<file path="src/rtl/prime_cmd_mux.sv">
// Forwards the PRIME string's actuator commands; forces SAFE_VALUE while blanking a switchover or when the prime string goes stale.
// Latency: prime -> prime_q 1 cycle, state reacts the cycle after; an accepted command reaches out_data 1 cycle after acceptance.
// Backpressure: none; both readys stay high and non-prime or blanked commands are discarded.
module prime_cmd_mux #(
    parameter int                DATA_W        = 8,
    parameter int                BLANK_CYCLES  = 25000,
    parameter int                STALE_TIMEOUT = 2500000,
    parameter logic [DATA_W-1:0] SAFE_VALUE    = {DATA_W{1'b0}}
) (
    input  logic              clk,
    input  logic              reset,
    input  logic [1:0]        prime,
    input  logic [DATA_W-1:0] cmd_a,
    input  logic              cmd_a_valid,
    output logic              cmd_a_ready,
    input  logic [DATA_W-1:0] cmd_b,
    input  logic              cmd_b_valid,
    output logic              cmd_b_ready,
    output logic [DATA_W-1:0] out_data,
    output logic              out_strobe,
    output logic [1:0]        active_str,
    output logic              stale,
    output logic [7:0]        switch_cnt
);

    localparam int BW = $clog2(BLANK_CYCLES + 1);
    localparam int SW = $clog2(STALE_TIMEOUT + 1);
    localparam logic [BW-1:0] BLANK_LAST = BW'(BLANK_CYCLES - 1);
    localparam logic [SW-1:0] STALE_LAST = SW'(STALE_TIMEOUT - 1);

    typedef enum logic [1:0] {S_IDLE, S_PASS_A, S_PASS_B, S_BLANK} state_t;

    state_t            state_q, state_d;
    logic [1:0]        prime_q, prime_d;
    logic              tgt_b_q, tgt_b_d;
    logic [BW-1:0]     blank_cnt_q, blank_cnt_d;
    logic [SW-1:0]     stale_cnt_q, stale_cnt_d;
    logic [DATA_W-1:0] out_data_q, out_data_d;
    logic              out_strobe_q, out_strobe_d;
    logic [1:0]        active_str_q, active_str_d;
    logic              stale_q, stale_d;
    logic [7:0]        switch_cnt_q, switch_cnt_d;

    logic prime_a, prime_b, acc_a, acc_b, enter_blank;

    always_comb begin
        prime_a     = (prime_q == 2'b01);
        prime_b     = (prime_q == 2'b10);
        acc_a       = (state_q == S_PASS_A) && cmd_a_valid;
        acc_b       = (state_q == S_PASS_B) && cmd_b_valid;
        prime_d     = prime;
        state_d     = state_q;
        tgt_b_d     = tgt_b_q;
        blank_cnt_d = '0;
        enter_blank = 1'b0;

        case (state_q)
            S_IDLE: begin
                if (prime_a || prime_b) begin
                    state_d     = S_BLANK;
                    tgt_b_d     = prime_b;
                    enter_blank = 1'b1;
                end
            end
            S_PASS_A: begin
                if (prime_b) begin
                    state_d     = S_BLANK;
                    tgt_b_d     = 1'b1;
                    enter_blank = 1'b1;
                end else if (!prime_a) begin
                    state_d = S_IDLE;
                end
            end
            S_PASS_B: begin
                if (prime_a) begin
                    state_d     = S_BLANK;
                    tgt_b_d     = 1'b0;
                    enter_blank = 1'b1;
                end else if (!prime_b) begin
                    state_d = S_IDLE;
                end
            end
            S_BLANK: begin
                // A flip to the other string restarts the whole interval.
                if (!prime_a && !prime_b) begin
                    state_d = S_IDLE;
                end else if (prime_b != tgt_b_q) begin
                    tgt_b_d     = prime_b;
                    enter_blank = 1'b1;
                end else if (blank_cnt_q == BLANK_LAST) begin
                    state_d = tgt_b_q ? S_PASS_B : S_PASS_A;
                end else begin
                    blank_cnt_d = blank_cnt_q + 1'b1;
                end
            end
            default: state_d = S_IDLE;
        endcase

        switch_cnt_d = switch_cnt_q;
        if (enter_blank && switch_cnt_q != 8'hFF) begin
            switch_cnt_d = switch_cnt_q + 8'd1;
        end

        out_data_d   = out_data_q;
        out_strobe_d = 1'b0;
        stale_d      = stale_q;
        stale_cnt_d  = stale_cnt_q;
        if (state_d == S_IDLE || state_d == S_BLANK) begin
            out_data_d  = SAFE_VALUE;
            stale_d     = 1'b0;
            stale_cnt_d = '0;
        end else if (state_d == state_q) begin
            // Acceptance is checked first so it beats a coincident timeout.
            if (acc_a || acc_b) begin
                out_data_d   = acc_a ? cmd_a : cmd_b;
                out_strobe_d = 1'b1;
                stale_d      = 1'b0;
                stale_cnt_d  = '0;
            end else if (stale_cnt_q == STALE_LAST) begin
                stale_d    = 1'b1;
                out_data_d = SAFE_VALUE;
            end else begin
                stale_cnt_d = stale_cnt_q + 1'b1;
            end
        end

        active_str_d = (state_d == S_PASS_A) ? 2'b01 :
                       (state_d == S_PASS_B) ? 2'b10 : 2'b00;
    end

    always_ff @(posedge clk) begin
        if (reset) begin
            prime_q      <= 2'b00;
            state_q      <= S_IDLE;
            tgt_b_q      <= 1'b0;
            blank_cnt_q  <= '0;
            stale_cnt_q  <= '0;
            out_data_q   <= SAFE_VALUE;
            out_strobe_q <= 1'b0;
            active_str_q <= 2'b00;
            stale_q      <= 1'b0;
            switch_cnt_q <= 8'd0;
        end else begin
            prime_q      <= prime_d;
            state_q      <= state_d;
            tgt_b_q      <= tgt_b_d;
            blank_cnt_q  <= blank_cnt_d;
            stale_cnt_q  <= stale_cnt_d;
            out_data_q   <= out_data_d;
            out_strobe_q <= out_strobe_d;
            active_str_q <= active_str_d;
            stale_q      <= stale_d;
            switch_cnt_q <= switch_cnt_d;
        end
    end

    // Every state either passes a string through or discards it, so neither side ever stalls.
    assign cmd_a_ready = 1'b1;
    assign cmd_b_ready = 1'b1;
    assign out_data    = out_data_q;
    assign out_strobe  = out_strobe_q;
    assign active_str  = active_str_q;
    assign stale       = stale_q;
    assign switch_cnt  = switch_cnt_q;

endmodule
</file>
<file path="config.mk">
export PLATFORM = sky130hd
export DESIGN_NAME = prime_cmd_mux
export DESIGN_NICKNAME = d
export VERILOG_FILES = /design/src/rtl/prime_cmd_mux.sv
export SDC_FILE = /design/constraint.sdc
export NUM_CORES = 1
export LEC_CHECK = 0
export CORE_MARGIN = 8
export CORE_UTILIZATION = 62
export CTS_BUF_LIST = sky130_fd_sc_hd__clkbuf_8
export CTS_CLUSTER_DIAMETER = 60
export DETAILED_ROUTE_END_ITERATION = 10
export PLACE_DENSITY = 0.88
export RECOVER_POWER = 50
export SYNTH_ARGS = -nofsm -noshare
export SYNTH_HDL_FRONTEND = slang
export SYNTH_SLANG_ARGS = --single-unit
</file>
<file path="constraint.sdc">
create_clock -name clk -period 7.1 [get_ports clk]
set_input_delay 1.42 -clock clk [delete_from_list [all_inputs] [get_ports clk]]
set_output_delay 1.42 -clock clk [all_outputs]
set_load 0.02 [all_outputs]
</file>
==> impl_metrics.tcl <==
set metrics [dict create \
    status "finished clean" \
    rows 27 \
    fin_cells 498 \
    power_density_nw_per_um2 292.2 \
    hold_depth 1 \
    synth-edff-count 0 \
    min-delay-start "out_data[6]" \
    antenna_found_initial 0 \
    yosysSeqAreaShare 0.3661 \
    rr_startpoint "blank_cnt_q[10]" \
    first_pass_iters 5 \
    cts_sinks 62 \
    skew_ps 10.69 \
    max_slew_margin 0.3807 \
    antenna_cells 0 \
    ctsResizeCount 0 \
    maxCapViolations 0 \
    reg2reg_slack_ps 2900 \
    reg2reg_depth 9 \
    drc_errors 0 \
    critPathCaptureType "flip-flop" \
    gr-total-overflow 0 \
    synth_top_area_share 0.3661 \
    area_growth_pct 19.37 \
    cts_tree "built" \
    postSynth.asyncResetShare 0 \
    cp.arrival_ps 4440 \
    drive_gt1_frac 0.08685 \
    io_pins 44 \
    vias 3221 \
    path_max_fanout 17 \
    fin_tns_setup_ps 0 \
    p_int_mw 0.7465 \
    holdWs_ps 460.4 \
    finalWirelength_um 8900 \
    ctsLongestPathBuffers 2 \
    grt_pass1_wl_um 14860 \
    die_w_um 89.95 \
    final_nets 455 \
    place_ws_ps 2954 \
    pwr-share-comb 0.340 \
    r2r-end "stale_cnt_q[9]" \
    dieHeight_um 89.95 \
    worst-slew-pin-transition_ps 921.2 \
    p_sw_mw 0.4363 \
    core_um2 5405 \
    synth_area_um2 3391 \
    clkSlewWorstSetupHoldPaths_ps 80 \
    synth-seq-cells 62 \
    gp_congestion 0.8573 \
    yosysWarnings 0 \
    rsz0062_at_grt "false" \
    seqPwrFrac 0.332 \
    period_share 0.5916 \
    wl_per_cell_um 17.87 \
    post-cts-setup-buffer-count 0 \
    synth_area_leaders "dfxtp_1 37%, ha_1 4.4%, nor2_1 4.1%, o311ai_0 3.9%, mux2i_1 3.5%" \
    vias_per_cell 6.468 \
    min_path_type "flip-flop to flip-flop" \
    synthFlopType "dfxtp_1" \
    worstSetupPathType "flip-flop to flip-flop" \
    ir_worst_vdd_mv 0.2453 \
    portBuffers 41 \
    drtIter0Drc 379 \
    power_leakage_nw 1.472 \
    grt_max_degree 25 \
    clkPwrFrac 0.329 \
    postSynthAreaPerCell_um2 8.807 \
    fmax_ghz 0.2381 \
    critical_path.startpoint "blank_cnt_q[10]" \
    synth.distinct_cells 60 \
    min_to "out_data[6]" \
    dp_cells 482 \
    cts_buffers 9 \
    die_area_um2 8091 \
    ant_nets 0 \
    required_ps 7340 \
    cts_max_level 3 \
    hpwl_um 5901 \
    slew_viol_final 0 \
    finalSetupViolCount 0 \
    fin_ws_ps 2900 \
    synthCells 385 \
    track_usage 0.2163 \
    cts_root_buffer "clkbuf_8" \
    finalCriticalPeriod_ps 4200 \
    synth_top_cell_by_area "dfxtp_1" \
    hold_viol_final 0 \
    total_power_mw 1.183 \
    startpoint_type "flip-flop" \
    start_util 0.6273 \
    clk_latency_ps 350 \
    grt_pass1_vias 3146 \
    switching_share 0.3688 \
    cts_hold_buffers 0 \
]
==> critical path, stage by stage, from the launching register on <==
cell and delay [ps]:
dfxtp_1 330, or4b_2 720, or4_1 600, o311ai_0 310, a21oi_1 170, inv_1 80, ha_1 250, or2_2 330
or4_1 860, o41ai_1 460
==> area by class of cell <==
type | count | area [µm²]
multi-input cells | 291 | 1991
inverters | 14 | 52.55
fillers | 384 | 1358
flip-flops and latches | 62 | 1241
clock inverters | 6 | 110.1
repair buffers | 43 | 425.4
clock buffers | 10 | 137.6
well taps | 72 | 90.09
==> through the flow <==
step | utilization | instance area, µm²
after floorplan | - | 3395
after CTS | 0.7507 | 4058
final | 0.7488 | 4048
after global routing | 0.7488 | 4048
after detailed placement | 0.7049 | 3810
after global placement | 0.7049 | 3810
==> worst max path at each step <==
stage / end / slack [ps]
final: stale_cnt_q[9] / 2900
after global routing: stale_cnt_q[9] / 2680
after CTS: stale_cnt_q[9] / 2990
after detailed placement: stale_cnt_q[9] / 2950
after global placement: stale_cnt_q[5] / 3090
after floorplan: stale_cnt_q[16] / 3540
==> power by group through the flow <==
stage / registers, mW / logic (mW) / clock network (mW)
floorplan: 0.408 / 0.286 / 0
global placement: 0.398 / 0.387 / 0
detailed placement: 0.400 / 0.395 / 0
CTS: 0.392 / 0.402 / 0.388
global route: 0.395 / 0.434 / 0.407
finish: 0.392 / 0.402 / 0.389
==> state kept, by name, summed over array words and instances (netlist names) <==
name	cells
stale_cnt_q	22
blank_cnt_q	15
out_data	8
switch_cnt	8
active_str	2
prime_q	2
state_q	2
out_strobe	1
stale	1
tgt_b_q	1
==> per-layer routing <==
layer,track usage,vias to the layer above,share of wire
li1,-,1527,-
met1,0.2550,1522,0.41
met2,0.3669,154,0.50
met3,0.05320,18,0.064
met4,0.08738,0,0.019
met5,0,-,0
==> Yosys cell counts (all sizes together), types with 4 or more instances <==
cell      n
o22ai     4
buf      10
xnor2     8
nor4      5
or4       4
xor2      8
o2bb2ai   8
nand2    29
o31ai    16
nor2     37
nor3      7
mux2i    12
or3       4
dfxtp    62
o21ai     8
o311ai   16
nand4     8
a21oi    17
nand2b    4
inv      14
clkbuf    9
o41ai     6
a31oi     7
nor2b     4
and2      5
nand3    20
and3      6
ha       12
==> cells in the final DEF, fill, tap and decap left out, types with 6 or more instances in the layout <==
cell / instances
dlygate4sd3_1: 21
nor3_1: 7
nand4_1: 8
a31oi_1: 6
nor2_1: 37
a21oi_1: 17
nand3_1: 20
o21ai_0: 8
clkdlybuf4s50_1: 20
o31ai_1: 8
ha_1: 12
nand2_1: 29
dfxtp_1: 62
clkbuf_8: 10
xor2_1: 8
mux2i_1: 12
o2bb2ai_1: 8
o31ai_2: 8
inv_1: 15
o311ai_0: 16
and3_1: 6
xnor2_1: 8
==> kinds of logic after synthesis <==
family,Yosys count,synth area share
XOR/XNOR,16,0.04133
adder cells (fa/ha/maj),12,0.04428
other,1,0.001106
buffers and inverters,33,0.04502
AO/OA/AOI/OAI,100,0.2336
flip-flops,62,0.3661
multiplexers,13,0.03875
AND/OR/NAND/NOR,148,0.2299
Power figures use the tool's default switching activity.
